[src/rtl/clkdiv_pkg.sv]
// Shared types and defaults for the run-time clock-divider controller.
package clkdiv_pkg;

    localparam int unsigned CntWDefault    = 32;
    localparam int unsigned DefHalfDefault = 2;  // 100 MHz in, 25 MHz out

    typedef enum logic [1:0] {
        StIdle,
        StRun,
        StDrain,
        StLoad
    } state_e;

    function automatic logic state_busy(state_e s);
        return (s == StDrain) || (s == StLoad);
    endfunction

endpackage

[src/rtl/clkdiv_if.sv]
// Configuration handshake and divided-clock outputs of the divider controller.
interface clkdiv_if #(
    parameter int unsigned CNT_W = clkdiv_pkg::CntWDefault
) ();

    logic             run;
    logic             cfg_valid;
    logic [CNT_W-1:0] cfg_half;
    logic             cfg_ready;
    logic             clkout;
    logic             tick;
    logic             busy;
    logic             cfg_err;

    modport master (
        output run, cfg_valid, cfg_half,
        input  cfg_ready, clkout, tick, busy, cfg_err
    );

    modport slave (
        input  run, cfg_valid, cfg_half,
        output cfg_ready, clkout, tick, busy, cfg_err
    );

endinterface

[src/rtl/clkdiv_core.sv]
// Half-period counter with registered divided clock and rising-edge tick.
module clkdiv_core #(
    parameter int unsigned CNT_W = 32
) (
    input  logic             clkin,
    input  logic             rst_n,
    input  logic             en_i,
    input  logic             park_i,
    input  logic             clr_i,
    input  logic [CNT_W-1:0] limit_i,
    output logic             hit_o,
    output logic             clkout_o,
    output logic             tick_o
);

    logic [CNT_W-1:0] count_q, count_d;
    logic             clkout_q, clkout_d;
    logic             tick_q, tick_d;
    logic [CNT_W:0]   count_inc;
    logic             hit;

    // One extra bit so count + 1 cannot wrap before the compare.
    assign count_inc = {1'b0, count_q} + (CNT_W + 1)'(1);
    assign hit       = count_inc >= {1'b0, limit_i};

    always_comb begin
        count_d  = count_q;
        clkout_d = clkout_q;
        tick_d   = 1'b0;
        if (clr_i) begin
            count_d  = '0;
            clkout_d = 1'b0;
        end else if (en_i) begin
            if (hit) begin
                count_d = '0;
                if (clkout_q) begin
                    clkout_d = 1'b0;
                end else if (!park_i) begin
                    clkout_d = 1'b1;
                    tick_d   = 1'b1;
                end
            end else begin
                count_d = count_inc[CNT_W-1:0];
            end
        end
    end

    always_ff @(posedge clkin or negedge rst_n) begin
        if (!rst_n) begin
            count_q  <= '0;
            clkout_q <= 1'b0;
            tick_q   <= 1'b0;
        end else begin
            count_q  <= count_d;
            clkout_q <= clkout_d;
            tick_q   <= tick_d;
        end
    end

    assign hit_o    = hit;
    assign clkout_o = clkout_q;
    assign tick_o   = tick_q;

endmodule

[src/rtl/clkdiv_ctrl.sv]
// Sequences start, stop and reload of the divider so clkout never shows a runt phase.
module clkdiv_ctrl
    import clkdiv_pkg::*;
#(
    parameter int unsigned CNT_W    = CntWDefault,
    parameter int unsigned DEF_HALF = DefHalfDefault
) (
    input  logic     clkin,
    input  logic     rst_n,
    clkdiv_if.slave  bus_io
);

    state_e           state_q, state_d;
    logic [CNT_W-1:0] limit_q, limit_d;
    logic [CNT_W-1:0] pend_q, pend_d;
    logic             pend_vld_q, pend_vld_d;
    logic             cfg_err_q, cfg_err_d;

    logic cfg_ready;
    logic cfg_fire;
    logic cfg_ok;
    logic core_en;
    logic core_park;
    logic core_clr;
    logic core_hit;

    assign cfg_ready = (state_q == StIdle) || (state_q == StRun);
    assign cfg_fire  = bus_io.cfg_valid && cfg_ready;
    assign cfg_ok    = cfg_fire && (bus_io.cfg_half != '0);

    always_comb begin
        state_d    = state_q;
        limit_d    = limit_q;
        pend_d     = pend_q;
        pend_vld_d = pend_vld_q;
        core_en    = 1'b0;
        core_park  = 1'b0;
        core_clr   = 1'b0;
        cfg_err_d  = cfg_fire && (bus_io.cfg_half == '0);

        unique case (state_q)
            StIdle: begin
                core_clr = 1'b1;
                if (cfg_ok) begin
                    pend_d     = bus_io.cfg_half;
                    pend_vld_d = 1'b1;
                    state_d    = StLoad;
                end else if (bus_io.run) begin
                    state_d = StRun;
                end
            end
            StRun: begin
                core_en = 1'b1;
                if (cfg_ok) begin
                    pend_d     = bus_io.cfg_half;
                    pend_vld_d = 1'b1;
                    state_d    = StDrain;
                end else if (!bus_io.run) begin
                    state_d = StDrain;
                end
            end
            StDrain: begin
                // Keep counting but never start a new high phase.
                core_en   = 1'b1;
                core_park = 1'b1;
                if (core_hit) begin
                    state_d = StLoad;
                end
            end
            StLoad: begin
                core_clr = 1'b1;
                if (pend_vld_q) begin
                    limit_d    = pend_q;
                    pend_vld_d = 1'b0;
                end
                state_d = bus_io.run ? StRun : StIdle;
            end
            default: begin
                state_d = StIdle;
            end
        endcase
    end

    always_ff @(posedge clkin or negedge rst_n) begin
        if (!rst_n) begin
            state_q    <= StIdle;
            limit_q    <= CNT_W'(DEF_HALF);
            pend_q     <= '0;
            pend_vld_q <= 1'b0;
            cfg_err_q  <= 1'b0;
        end else begin
            state_q    <= state_d;
            limit_q    <= limit_d;
            pend_q     <= pend_d;
            pend_vld_q <= pend_vld_d;
            cfg_err_q  <= cfg_err_d;
        end
    end

    clkdiv_core #(
        .CNT_W (CNT_W)
    ) u_core (
        .clkin    (clkin),
        .rst_n    (rst_n),
        .en_i     (core_en),
        .park_i   (core_park),
        .clr_i    (core_clr),
        .limit_i  (limit_q),
        .hit_o    (core_hit),
        .clkout_o (bus_io.clkout),
        .tick_o   (bus_io.tick)
    );

    assign bus_io.cfg_ready = cfg_ready;
    assign bus_io.busy      = state_busy(state_q);
    assign bus_io.cfg_err   = cfg_err_q;

endmodule

[src/flat_wrapper.sv]
// flat-port wrapper written by rule: the top's interface ports become plain ports
module clkdiv_ctrl_flat import clkdiv_pkg::*;
#(
    parameter int unsigned CNT_W    = CntWDefault,
    parameter int unsigned DEF_HALF = DefHalfDefault
)
  (clkin, rst_n, bus_io_run, bus_io_cfg_valid, bus_io_cfg_half, bus_io_cfg_ready, bus_io_clkout, bus_io_tick, bus_io_busy, bus_io_cfg_err);
  clkdiv_if #(.CNT_W(CNT_W)) bus_io_i ();
  input  logic clkin;
  input  logic rst_n;
  input wire logic [$bits(bus_io_i.run)-1:0] bus_io_run;
  input wire logic [$bits(bus_io_i.cfg_valid)-1:0] bus_io_cfg_valid;
  input wire logic [$bits(bus_io_i.cfg_half)-1:0] bus_io_cfg_half;
  output wire logic [$bits(bus_io_i.cfg_ready)-1:0] bus_io_cfg_ready;
  output wire logic [$bits(bus_io_i.clkout)-1:0] bus_io_clkout;
  output wire logic [$bits(bus_io_i.tick)-1:0] bus_io_tick;
  output wire logic [$bits(bus_io_i.busy)-1:0] bus_io_busy;
  output wire logic [$bits(bus_io_i.cfg_err)-1:0] bus_io_cfg_err;
  assign bus_io_i.run = bus_io_run;
  assign bus_io_i.cfg_valid = bus_io_cfg_valid;
  assign bus_io_i.cfg_half = bus_io_cfg_half;
  assign bus_io_cfg_ready = bus_io_i.cfg_ready;
  assign bus_io_clkout = bus_io_i.clkout;
  assign bus_io_tick = bus_io_i.tick;
  assign bus_io_busy = bus_io_i.busy;
  assign bus_io_cfg_err = bus_io_i.cfg_err;
  clkdiv_ctrl #(.CNT_W(CNT_W), .DEF_HALF(DEF_HALF)) u_core (.clkin(clkin), .rst_n(rst_n), .bus_io(bus_io_i));
endmodule
[config.mk]
export PLATFORM = sky130hd
export DESIGN_NAME = clkdiv_ctrl_flat
export DESIGN_NICKNAME = d
export VERILOG_FILES = /design/src/rtl/clkdiv_pkg.sv /design/src/rtl/clkdiv_if.sv /design/src/rtl/clkdiv_core.sv /design/src/rtl/clkdiv_ctrl.sv /design/src/flat_wrapper.sv
export SDC_FILE = /design/constraint.sdc
export NUM_CORES = 1
export LEC_CHECK = 0
export CAP_MARGIN = 30
export CORE_AREA = 2 2 127 129
export CTS_CLUSTER_SIZE = 8
export DETAILED_ROUTE_END_ITERATION = 8
export DIE_AREA = 0 0 129 131
export GPL_TIMING_DRIVEN = 0
export HOLD_SLACK_MARGIN = 0.1
export MAX_ROUTING_LAYER = met4
export PLACE_DENSITY = 0.63
export SLEW_MARGIN = 25
export SYNTH_ARGS = -nofsm -noshare
export SYNTH_HDL_FRONTEND = slang
export SYNTH_HIERARCHICAL = 1
export SYNTH_SLANG_ARGS = --single-unit
[constraint.sdc]
create_clock -name clkin -period 4.6 [get_ports clkin]
set_clock_uncertainty 0.15 [all_clocks]
set_input_delay 0.92 -clock clkin [delete_from_list [all_inputs] [get_ports clkin]]
set_output_delay 0.92 -clock clkin [all_outputs]
set_load 0.02 [all_outputs]
==> impl_metrics.toml <==
[cells_and_area]
antenna_cells = 0
syn_to_final_growth_pct = 20.4
drive_gt1_share_pct = 22.1
layout_common_cells = "96 x dfrtp_1, 72 x nand2_1, 49 x inv_1"
multi_input_area_mm2 = 0.00337
layout_commonest_cell = "dfrtp_1"
utilization_pct = 47.0
final_nets = 720
n_fill_cell = 1431
final_cell_area_mm2 = 0.00733
seq_area_mm2 = 0.00256

[yosys]
ys_seq_area_share_pct = 41.9
synth_nets = 659
synthFlopType = "dfrtp_1"
postSynthAreaPerCell_um2 = 10.4
synth-seq-cells = 102
synth_area_mm2 = 0.00609
async_reset_ff_share_pct = 100
yosys_warnings = 6
ys_types = 58
syn-instance-count = 586
synth_top_area_share_pct = 41.5
yosys.area.top_type = "dfrtp_1"
synth_edf_count = 0
synth.area.top_cells = "dfrtp_1 41%, mux2_4 7.6%, ha_1 7.6%"

[pwr]
totalPowerFinal_mw = 3.87
p_leak_nw = 3.23
cellPowerDensity_mw_per_mm2 = 528
ir_drop_uv = 319

[placed_design]
port_buffers = 40
place.gp.congestion = 0.908
hpwl_mm = 10.6
place_area_mm2 = 0.00679
place_ws_ns = -0.706

[cts]
cts_root_buffer = "clkbuf_16"
cts_tree = "built"
cts.path.max_buffers = 2
cts_max_level = 3
worstSkewPairLatency_ns = 0.35
clk_pin_slew_ns = 0.07
cts-buffers-inserted = 9
clock_sinks = 102
ctsHoldBuffers = 0

[timing]
setup_ws_ns = 0.104
period_needed_ns = 4.50
setup_violations = 0
rsz0062_at_grt = "true"
fin_crit_sh_pct = 97.7
max-slew-margin-rel_pct = 52.4
timing.final.max_slew_violations = 0
hold_viol = 0
worstMarginPinSlew_ns = 0.707
max_freq_mhz = 222

[floorplanning]
die-area_mm2 = 0.0169
core_mm2 = 0.0156
rows = 46
die_width_um = 129
start_util_pct = 39.1
die_h_um = 131
io_pins = 41

[routing]
drt-initial-drc-count = 199
firstDrtPassIters = 4
post_drt_wl_per_cell_um = 16.4
drcViolationCount = 0
avgViaCountPerCell = 5.24
wirelength_mm = 14.2
drtAntennaViolNets = 0
via_count = 4541

[critical_path]
crit_path_cell_trace = "ha_4, nand2_2, or4_4, buf_4, or4_4, xnor2_4, ha_4, nand2_2, nor3_4, o211ai_1, a31oi_2, buf_6, nor2_4, inv_1, nand2b_4, o21a_1, or3b_2, a22oi_2"
cp.arrival_ns = 4.61
cp.required_ns = 4.71
cp_slowest_cell = "or4_4"
max_stage_delay_ns = 0.57
start_kind = "flop"
crit_type = "reg -> reg"
cp_max_fo = 7
end_kind = "flop"

[global_routing]
grt_usage_pct = 18.1
grt_max_degree = 56
grt_antenna_before_repair = 0
grt_pass1_wl_mm = 23.4
grt_pass1_vias = 4601
gr-total-overflow = 0

[min_path]
hold_class = "in -> async"

[run]
cap_violations = 0

[run_status]
run_status = "finished, final reports clean"
## power by group
| part | switching, mW | internal [mW] | total [mW] |
|---|---|---|---|
| clock network | 0.354 | 0.375 | 0.729 |
| registers | 0.187 | 1.22 | 1.41 |
| logic | 0.931 | 0.803 | 1.73 |
## area by class of cell
| class | count | share of cell area [%] |
|---|---|---|
| multi-input combinational | 407 | 45.9 |
| sequential | 102 | 34.9 |
| timing repair buffer | 54 | 7.18 |
| tap | 216 | 3.69 |
| clock buffer | 9 | 3.07 |
| inverter | 50 | 2.56 |
| buffer | 23 | 1.89 |
| clock inverter | 6 | 0.768 |
## path summary, 6_finish.rpt
check | startpoint | endpoint | slack [ns] | cells past startpoint
max in group asynchronous | rst_n | u_core/limit_q[1] | 3.27 | 2
min | rst_n | u_core/pend_q[12] | 0.36 | 1
min reg2reg | u_core/limit_q[19] | u_core/limit_q[19] | 0.36 | 1
max | u_core/u_core/count_q[1] | u_core/state_q[0] | 0.10 | 18
max reg2reg | u_core/u_core/count_q[1] | u_core/state_q[0] | 0.10 | 18
min in group clkin | u_core/limit_q[19] | u_core/limit_q[19] | 0.36 | 1
## synth_stat cells, types with 11 or more instances
library cell	count
dfrtp_1	101
nand2_1	75
inv_1	49
ha_1	37
mux2_2	35
a21oi_1	33
mux2_4	31
xnor2_1	19
nand3_1	17
nor4_1	17
clkbuf_1	16
a211o_1	12
or3_1	11
## per-stage QoR
step	setup TNS, ns	hold WS, ns	std cells
final	0	0.357	867
after global routing	-0.0487	0.375	867
after CTS	0	0.361	861
after detailed placement	-6.73	0.344	843
after global placement	-135.24	0.339	842
after floorplan	0	0.327	586
## worst max-delay path: cells and delay by family, from the launching register on
| family | cells | cell delay, ns |
|---|---|---|
| AO/OA/AOI/OAI | 4 | 0.73 |
| XOR/XNOR | 1 | 0.18 |
| AND/OR/NAND/NOR | 8 | 2.06 |
| adder cells (fa/ha/maj) | 2 | 0.47 |
| flip-flops | 1 | 0.41 |
| buffers and inverters | 3 | 0.41 |
## logic make-up after synthesis
family          count (synthesis)  share of synthesized area, %
compound gates                 81                          9.04
buf+inv                        77                          5.46
xor+xnor                       28                          4.03
simple gates                  193                          17.5
mux                            68                          14.4
fa+ha+maj                      37                          7.60
flops                         102                          41.9
## routing by layer
layer | vias to the layer above | track usage (%) | part of all wire (%)
met2 | 97 | 29.8 | 49
met3 | 14 | 2.57 | 3.2
met4 | 0 | 6.33 | 1.3
met1 | 2234 | 23.0 | 46
met5 | - | - | 0
li1 | 2196 | - | -
## timing repair
| action | CTS | global route |
|---|---|---|
| gates resized for setup | 13 | 24 |
| setup endpoints to repair | 34 | 21 |
| setup buffers | 6 | 7 |
| pin swaps | 4 | 8 |
## state kept, by name, summed over array words and instances (netlist names)
register                count
u_core/limit_q             32
u_core/pend_q              32
u_core/u_core/count_q      32
u_core/state_q              2
u_core/bus_io.cfg_err       1
u_core/pend_vld_q           1
u_core/u_core/clkout_o      1
u_core/u_core/tick_o        1
(Power assumes the default switching activity.)
